===== src/rtl/uart_pkg.sv =====
`default_nettype none
// ============================================================================
//  Module      : uart_pkg
//  Description : Shared codes for the parametrised UART: parity modes, TX/RX
//                state encodings and frame-length helpers.
//  Revision    : 1.0  initial release
// ============================================================================
package uart_pkg;

    localparam int PARITY_NONE = 0;
    localparam int PARITY_ODD  = 1;
    localparam int PARITY_EVEN = 2;

    localparam logic [1:0] TX_IDLE = 2'd0;
    localparam logic [1:0] TX_PEND = 2'd1;
    localparam logic [1:0] TX_SEND = 2'd2;

    localparam logic [2:0] RX_INIT  = 3'd0;
    localparam logic [2:0] RX_IDLE  = 3'd1;
    localparam logic [2:0] RX_START = 3'd2;
    localparam logic [2:0] RX_RECV  = 3'd3;
    localparam logic [2:0] RX_DONE  = 3'd4;

    // Number of mid-bit samples the receiver takes after the start bit:
    // data bits, optional parity bit and the first stop bit.
    function automatic int rx_samples(input int data_w, input int parity);
        return data_w + ((parity != PARITY_NONE) ? 1 : 0) + 1;
    endfunction

    // Number of bits the transmitter shifts out after the start bit.
    function automatic int tx_payload(input int data_w, input int parity, input int stop_bits);
        return data_w + ((parity != PARITY_NONE) ? 1 : 0) + stop_bits;
    endfunction

endpackage
`default_nettype wire


===== src/rtl/uart_baudgen.sv =====
`default_nettype none
// ============================================================================
//  Module      : uart_baudgen
//  Description : Phase-accumulator baud generator. bit8x is the accumulator
//                carry (one clk wide); bit1x marks every eighth bit8x.
//  Revision    : 1.0  initial release
// ============================================================================
module uart_baudgen #(
    parameter int ACC_W = 20,
    parameter int INCR  = 3221
) (
    input  logic clk,
    input  logic rst_n,
    output logic o_bit8x,
    output logic o_bit1x
);

    localparam logic [ACC_W:0] c_INCR = (ACC_W+1)'(INCR);

    logic [ACC_W-1:0] r_acc;
    logic             r_bit8x;
    logic [2:0]       r_div8;
    logic [ACC_W:0]   w_sum;

    assign w_sum = {1'b0, r_acc} + c_INCR;

    // Accumulate phase, register the carry as the 8x tick and count ticks mod 8.
    always_ff @(posedge clk) begin
        if (!rst_n) begin
            r_acc   <= '0;
            r_bit8x <= 1'b0;
            r_div8  <= 3'd0;
        end else begin
            r_acc   <= w_sum[ACC_W-1:0];
            r_bit8x <= w_sum[ACC_W];
            if (r_bit8x) begin
                r_div8 <= r_div8 + 3'd1;
            end
        end
    end

    assign o_bit8x = r_bit8x;
    assign o_bit1x = r_bit8x & (r_div8 == 3'd7);

endmodule
`default_nettype wire


===== src/rtl/uart_param.sv =====
`default_nettype none
// ============================================================================
//  Module      : uart_param
//  Description : Parametrised full-duplex UART (data width, parity, stop bits)
//                with start-bit validation, parity/framing/overrun/break
//                detection and a held rx valid/ack handshake.
//  Revision    : 1.0  initial release
// ============================================================================
module uart_param
    import uart_pkg::*;
#(
    parameter int ACC_W     = 20,
    parameter int INCR      = 3221,
    parameter int DATA_W    = 8,
    parameter int PARITY    = 0,
    parameter int STOP_BITS = 1
) (
    input  logic              clk,
    input  logic              rst_n,
    input  logic [DATA_W-1:0] txdin,
    input  logic              txgo,
    output logic              txrdy,
    output logic              txd,
    input  logic              rxd,
    output logic [DATA_W-1:0] rxdout,
    output logic              rxvalid,
    input  logic              rxack,
    output logic              rxperr,
    output logic              rxferr,
    output logic              rxovr,
    output logic              rxbrk
);

    localparam int c_TX_LEN = tx_payload(DATA_W, PARITY, STOP_BITS);
    localparam int c_RX_N   = rx_samples(DATA_W, PARITY);

    logic w_bit8x;
    logic w_bit1x;

    uart_baudgen #(
        .ACC_W (ACC_W),
        .INCR  (INCR)
    ) u_baudgen (
        .clk     (clk),
        .rst_n   (rst_n),
        .o_bit8x (w_bit8x),
        .o_bit1x (w_bit1x)
    );

    // ------------------------------------------------------------------
    // Transmitter
    // ------------------------------------------------------------------
    logic [1:0]          r_tx_state;
    logic [c_TX_LEN-1:0] r_tx_sh;
    logic [3:0]          r_tx_cnt;
    logic                r_txd;
    logic [c_TX_LEN-1:0] w_tx_frame;
    logic                w_txrdy;

    // Payload after the start bit: data LSB first, optional parity, stop bits.
    generate
        if (PARITY != PARITY_NONE) begin : g_tx_par
            logic w_tx_par;
            assign w_tx_par   = (PARITY == PARITY_ODD) ? ~(^txdin) : (^txdin);
            assign w_tx_frame = {{STOP_BITS{1'b1}}, w_tx_par, txdin};
        end else begin : g_tx_nopar
            assign w_tx_frame = {{STOP_BITS{1'b1}}, txdin};
        end
    endgenerate

    // Ready while idle or while the final stop bit is on the line, so a
    // new load can follow back-to-back with no idle gap.
    assign w_txrdy = (r_tx_state == TX_IDLE) ||
                     ((r_tx_state == TX_SEND) && (r_tx_cnt == 4'd0));

    // Load on txgo, then step one bit per bit1x: PEND -> start -> payload.
    always_ff @(posedge clk) begin
        if (!rst_n) begin
            r_tx_state <= TX_IDLE;
            r_tx_sh    <= '0;
            r_tx_cnt   <= 4'd0;
            r_txd      <= 1'b1;
        end else if (txgo && w_txrdy) begin
            r_tx_sh    <= w_tx_frame;
            r_tx_state <= TX_PEND;
        end else if (w_bit1x) begin
            case (r_tx_state)
                TX_PEND: begin
                    r_txd      <= 1'b0;
                    r_tx_cnt   <= 4'(c_TX_LEN);
                    r_tx_state <= TX_SEND;
                end
                TX_SEND: begin
                    if (r_tx_cnt != 4'd0) begin
                        r_txd    <= r_tx_sh[0];
                        r_tx_sh  <= {1'b1, r_tx_sh[c_TX_LEN-1:1]};
                        r_tx_cnt <= r_tx_cnt - 4'd1;
                    end else begin
                        r_txd      <= 1'b1;
                        r_tx_state <= TX_IDLE;
                    end
                end
                default: r_tx_state <= TX_IDLE;
            endcase
        end
    end

    assign txrdy = w_txrdy;
    assign txd   = r_txd;

    // ------------------------------------------------------------------
    // Receiver
    // ------------------------------------------------------------------
    logic [1:0]        r_rx_sync;
    logic [2:0]        r_rx_state;
    logic [2:0]        r_rx_sub;
    logic [3:0]        r_rx_cnt;
    logic [c_RX_N-1:0] r_rx_sh;
    logic [DATA_W-1:0] r_rxdout;
    logic              r_rxvalid;
    logic              r_rxperr;
    logic              r_rxferr;
    logic              r_rxovr;
    logic              r_rxbrk;
    logic              w_din;
    logic              w_rx_stop;
    logic              w_rx_brk;
    logic              w_rx_perr;

    assign w_din     = r_rx_sync[1];
    assign w_rx_stop = r_rx_sh[c_RX_N-1];
    assign w_rx_brk  = (r_rx_sh == '0);

    // Parity error: odd mode wants an odd count of ones over data+parity.
    generate
        if (PARITY == PARITY_ODD) begin : g_rx_odd
            assign w_rx_perr = ~(^r_rx_sh[DATA_W:0]);
        end else if (PARITY == PARITY_EVEN) begin : g_rx_even
            assign w_rx_perr = ^r_rx_sh[DATA_W:0];
        end else begin : g_rx_nopar
            assign w_rx_perr = 1'b0;
        end
    endgenerate

    // Synchronise rxd, walk the frame at mid-bit samples, publish in DONE.
    always_ff @(posedge clk) begin
        if (!rst_n) begin
            r_rx_sync  <= 2'b11;
            r_rx_state <= RX_INIT;
            r_rx_sub   <= 3'd0;
            r_rx_cnt   <= 4'd0;
            r_rx_sh    <= '0;
            r_rxdout   <= '0;
            r_rxvalid  <= 1'b0;
            r_rxperr   <= 1'b0;
            r_rxferr   <= 1'b0;
            r_rxovr    <= 1'b0;
            r_rxbrk    <= 1'b0;
        end else begin
            r_rxbrk <= 1'b0;
            if (w_bit8x) begin
                r_rx_sync <= {r_rx_sync[0], rxd};
            end
            case (r_rx_state)
                RX_INIT: begin
                    if (w_bit8x && w_din) begin
                        r_rx_state <= RX_IDLE;
                    end
                end
                RX_IDLE: begin
                    if (w_bit8x && !w_din) begin
                        r_rx_sub   <= 3'd0;
                        r_rx_state <= RX_START;
                    end
                end
                RX_START: begin
                    if (w_bit8x) begin
                        r_rx_sub <= r_rx_sub + 3'd1;
                        if (r_rx_sub == 3'd3) begin
                            r_rx_cnt   <= 4'd0;
                            r_rx_state <= w_din ? RX_IDLE : RX_RECV;
                        end
                    end
                end
                RX_RECV: begin
                    if (w_bit8x) begin
                        r_rx_sub <= r_rx_sub + 3'd1;
                        if (r_rx_sub == 3'd3) begin
                            r_rx_sh  <= {w_din, r_rx_sh[c_RX_N-1:1]};
                            r_rx_cnt <= r_rx_cnt + 4'd1;
                            if (r_rx_cnt == 4'(c_RX_N - 1)) begin
                                r_rx_state <= RX_DONE;
                            end
                        end
                    end
                end
                RX_DONE: begin
                    // A low stop bit means the line may still be held low:
                    // wait for it to return high before hunting for a start.
                    r_rx_state <= w_rx_stop ? RX_IDLE : RX_INIT;
                    r_rxbrk    <= w_rx_brk;
                    if (r_rxvalid && !rxack) begin
                        r_rxovr <= 1'b1;
                    end else begin
                        r_rxdout  <= r_rx_sh[DATA_W-1:0];
                        r_rxperr  <= w_rx_perr;
                        r_rxferr  <= ~w_rx_stop;
                        r_rxvalid <= 1'b1;
                        r_rxovr   <= 1'b0;
                    end
                end
                default: r_rx_state <= RX_INIT;
            endcase
            if ((r_rx_state != RX_DONE) && rxack && r_rxvalid) begin
                r_rxvalid <= 1'b0;
                r_rxovr   <= 1'b0;
            end
        end
    end

    assign rxdout  = r_rxdout;
    assign rxvalid = r_rxvalid;
    assign rxperr  = r_rxperr;
    assign rxferr  = r_rxferr;
    assign rxovr   = r_rxovr;
    assign rxbrk   = r_rxbrk;

endmodule
`default_nettype wire

===== config.mk =====
export PLATFORM = sky130hd
export DESIGN_NAME = uart_param
export DESIGN_NICKNAME = d
export VERILOG_FILES = /design/src/rtl/uart_pkg.sv /design/src/rtl/uart_baudgen.sv /design/src/rtl/uart_param.sv
export SDC_FILE = /design/constraint.sdc
export NUM_CORES = 1
export LEC_CHECK = 0
export CAP_MARGIN = 20
export CORE_MARGIN = 2
export CORE_UTILIZATION = 57
export DETAILED_ROUTE_END_ITERATION = 16
export PLACE_DENSITY_LB_ADDON = 0.2
export RECOVER_POWER = 100
export SLEW_MARGIN = 15
export SYNTH_ARGS = -nofsm -noshare
export SYNTH_HDL_FRONTEND = slang
export SYNTH_SLANG_ARGS = --single-unit

===== constraint.sdc =====
create_clock -name clk -period 2.2 [get_ports clk]
set_clock_uncertainty 0.2 [all_clocks]
set_input_delay 0.44 -clock clk [delete_from_list [all_inputs] [get_ports clk]]
set_output_delay 0.44 -clock clk [all_outputs]
set_load 0.02 [all_outputs]

==> metrics.md, run 1 <==
| Metric | Value |
|---|---|
| Crit-path cells | inv_1 -> ha_2 -> and4bb_2 -> or2_4 -> buf_6 |
| Distinct cells, synth | 56 |
| CTS Hold Bufs | 0 |
| WL per Instance | roughly 13 microns |
| Critical path's largest stage delay | 330 ps |
| Clock root cell | clkbuf_8 |
| Switching power | 676 uW |
| Routed WL | 6210 microns |
| Sequential Power Share | 55.7% |
| Post-Syn Area | 3300 sq um |
| Nets | between 400 and 500 |
| Hold WS | 269 ps |
| Vias per cell | 5.52 |
| Clock network power share | roughly 36% |
| Gr busiest metal | met2 |
| Starting Density | 59.5% |
| Worst relative slew slack | slightly below 50% |
| Kind of critical path | flop to output pin |
| HP Class | flop to flop |
| Crit path launch type | flop |
| Clock buffer depth | 2 |
| Worst setup startpoint | r_tx_cnt[0] |
| DP HPWL | 4240 microns |
| Num CTS Buffers | 9 |
| I/O pins | 28 |
| Ys flop type | dfxtp_1 |
| Grt ovf | 0 |
| YS warnings | 0 |
| Area occupied by multi-input gates | 1680 sq um |
| Num rows | 27 |
| Combinational power share | 8.2% |
| GP Congestion | 0.799 |
| Worst path bufs/invs | 2 |
| Final instance area | 3820 sq um |
| RSZ-0062 raised after global routing | false |
| CTS tree | built |
| Resized Gates After CTS | 12 |
| Vias in the first global route | 2,432 |
| Largest net degree at the start of global routing | 38 |
| Synth top area cells | dfxtp_1 44%, mux2i_1 8.2%, a21oi_1 6.5% |
| Crit path max-delay family | simple AND/OR/NAND/NOR gates |
| M1 GR Usage | between 20% and 30% |
| Reg2reg path depth | 5 |
| Reg clk slew, reported paths | 70 ps |
| DR vias | 2,637 |
| Placed cell area | 3690 sq um |
| Worst slew pin tran | 775 ps |
| Worst vdd ir | approximately 500 uV |
| Post-synthesis sequential area ratio | roughly 44% |
| Max-Cap Viols | 0 |
| Gate count of the mapped netlist | 366 |
| Final max-slew violation count | 0 |
| Setup slack, reg-to-reg | 170 ps |
| Number of port buffers | 26 |
| Filler Cells Inserted | 466 |
| DRT iter0 DRCs | 149 |
| Die width | 80.1 microns |
| Met3 Resource Use GR | 4.27% |
| TritonRoute pass-1 iters | 5 |
| Syn Area/Cell | 9.01 sq um |
| Post-CTS setup buffer count | 0 |
| Ant diodes | 0 |
| Setup violations, final | 0 |
| EDFF count, synth | 0 |
| Area Overhead vs Synth | 15.9% |
| H-Tree Depth | 3 |
| Core area | between 5000 and 6000 sq um |
| Yosys top cell area share | 44.3% |
| Worst EP required | 1560 ps |
| Worst-Skew Late Latency | between 300 and 400 ps |
| Most common cell after layout, fill and taps aside | dfxtp_1 |
| Max frequency | roughly 470 MHz |
| Reg2Reg Launch Point | u_baudgen.r_acc[0] |
| Total GRT Usage | 21.3% |
| Internal cell power | ~1.9 mW |
| Initial antenna violation count | 0 |
| Leak pwr | 1.52 nW |
| Final hold vios | 0 |
| Syn_nets | 391 |
| Async S/R FF share, synth | 0% |
| Met2 Use GR | 33.2% |
| Die Area | 6410 sq um |
| Post-layout min period | 2130 ps |
| CP max stage cell | dfxtp_2 |
| Drt drc | 0 |
| Vert. Die Dim | between 80 and 90 microns |
| FF-to-FF End | u_baudgen.r_acc[16] |
| Status | finished, final reports clean |
| Hold endpoint | u_baudgen.o_bit8x |
| Final worst-path cycle share | 97.0% |
| Worst Min Path Start | u_baudgen.r_acc[19] |
| First-pass GRT wire length | 10,700 microns |
| Switching Fraction | 26.4% |
| Flops & latches, synth | 73 |
| Share of layout cells above drive strength 1 | approximately 13% |
| Setup TNS | 0 ps |
| CP endpoint kind | output pin |
| Antenna Nets Post-Route | 0 |
| Sink Count | 73 |
| Pwr dens | 671 nW/um^2 |
| Critical Path Fanout Max | 2 |
| Worst path arrival time | 1490 ps |
| Leading area contributor after synthesis | dfxtp_1 |
| Most frequent cells in the layout | 70 x dfxtp_1, 43 x a21oi_1, 42 x nand2_1 |
| Hold Crit Depth | 2 |
| FF+latch area | 1470 sq um |
metal layers:
metal | share of wire (%) | wire [microns] | vias up
li1 | - | - | 1354
met1 | 48 | 2990 | 1233
met2 | 47 | 2940 | 42
met3 | 3.0 | 189 | 8
met4 | 1.4 | 88 | 0
met5 | 0 | 0 | -
layout make-up:
cell class	count	share of cell area, %
Tap cell	72	2.36
Multi-Input combinational cell	260	43.8
Sequential cell	73	38.3
Clock inverter	6	1.15
Clock buffer	10	3.34
Inverter	16	1.57
Timing Repair Buffer	41	9.40
cells in the mapped netlist (all sizes together), types with 2 or more instances:
library cell	instances
a211o	2
a211oi	3
a21o	4
a21oi	43
and2	3
and3	3
buf	6
clkbuf	11
dfxtp	73
ha	12
inv	15
mux2i	27
nand2	42
nand2b	3
nand3	7
nand3b	4
nand4	3
nand4b	2
nor2	30
nor2b	3
nor3	3
nor3b	3
nor4	3
nor4b	2
o21a	2
o21ai	21
or3	6
or4	2
xnor2	3
xor2	6
sequential cells by signal, indices dropped and copies added, names as in the netlist, 2 cells and up:
| signal | cells |
|---|---|
| u_baudgen.r_div8 | 3 |
| r_tx_state | 2 |
| r_rx_state | 3 |
| r_rx_sync | 2 |
| r_rx_sub | 3 |
| r_tx_sh | 9 |
| u_baudgen.r_acc | 20 |
| r_rx_cnt | 4 |
| rxdout | 8 |
| r_rx_sh | 9 |
| r_tx_cnt | 4 |
worst register-to-register path: cells and delay by family, from the launching register on:
| kind | cells | cell delay [ps] |
|---|---|---|
| flip-flops | 1 | 340 |
| multiplexers | 1 | 150 |
| AO/OA/AOI/OAI | 3 | 980 |
| adder cells (fa/ha/maj) | 1 | 250 |
worst max-delay path by stage:
stage	endpoint	cells after the start
after floorplan	txrdy	4
after global placement	txrdy	5
after detailed placement	txrdy	5
after CTS	txrdy	5
after global routing	txrdy	5
final	txrdy	5
power groups by stage:
stage               Sequential, mW  Clock [mW]  Combinational (mW)
finish                        1.43       0.926               0.209
global route                  1.44        1.01               0.237
CTS                           1.43       0.946               0.220
detailed placement            1.46           0               0.219
global placement              1.46           0               0.210
floorplan                     1.45           0               0.155
kinds of logic after synthesis:
kind of cell	after synthesis	share of synthesized area [%]
buffers and inverters	33	4.40
other	1	0.114
adders and majority gates	12	4.55
xor gates and xnor gates	9	2.39
and+or+nand+nor	124	19.2
muxes	28	8.54
AOI/OAI and AO/OA	86	16.4
DFF	73	44.3
through the flow:
step	setup slack (ps)	std cells	total power, mW	utilization [%]
CTS	4.98	478	2.60	69.8
floorplan	366	366	1.60	-
global placement	-32.2	462	1.67	66.6
global route	16.7	478	2.68	69.0
finish	65.9	478	2.56	69.0
detailed placement	-56.9	462	1.68	66.6
Power figures use the tool's default switching activity.
==> inputs of run 2 (changes only) <==
- HOLD_SLACK_MARGIN: default -> 0.08
==> results of run 2 <==
Final layout, timing and power as in run 1 (identical DEF).
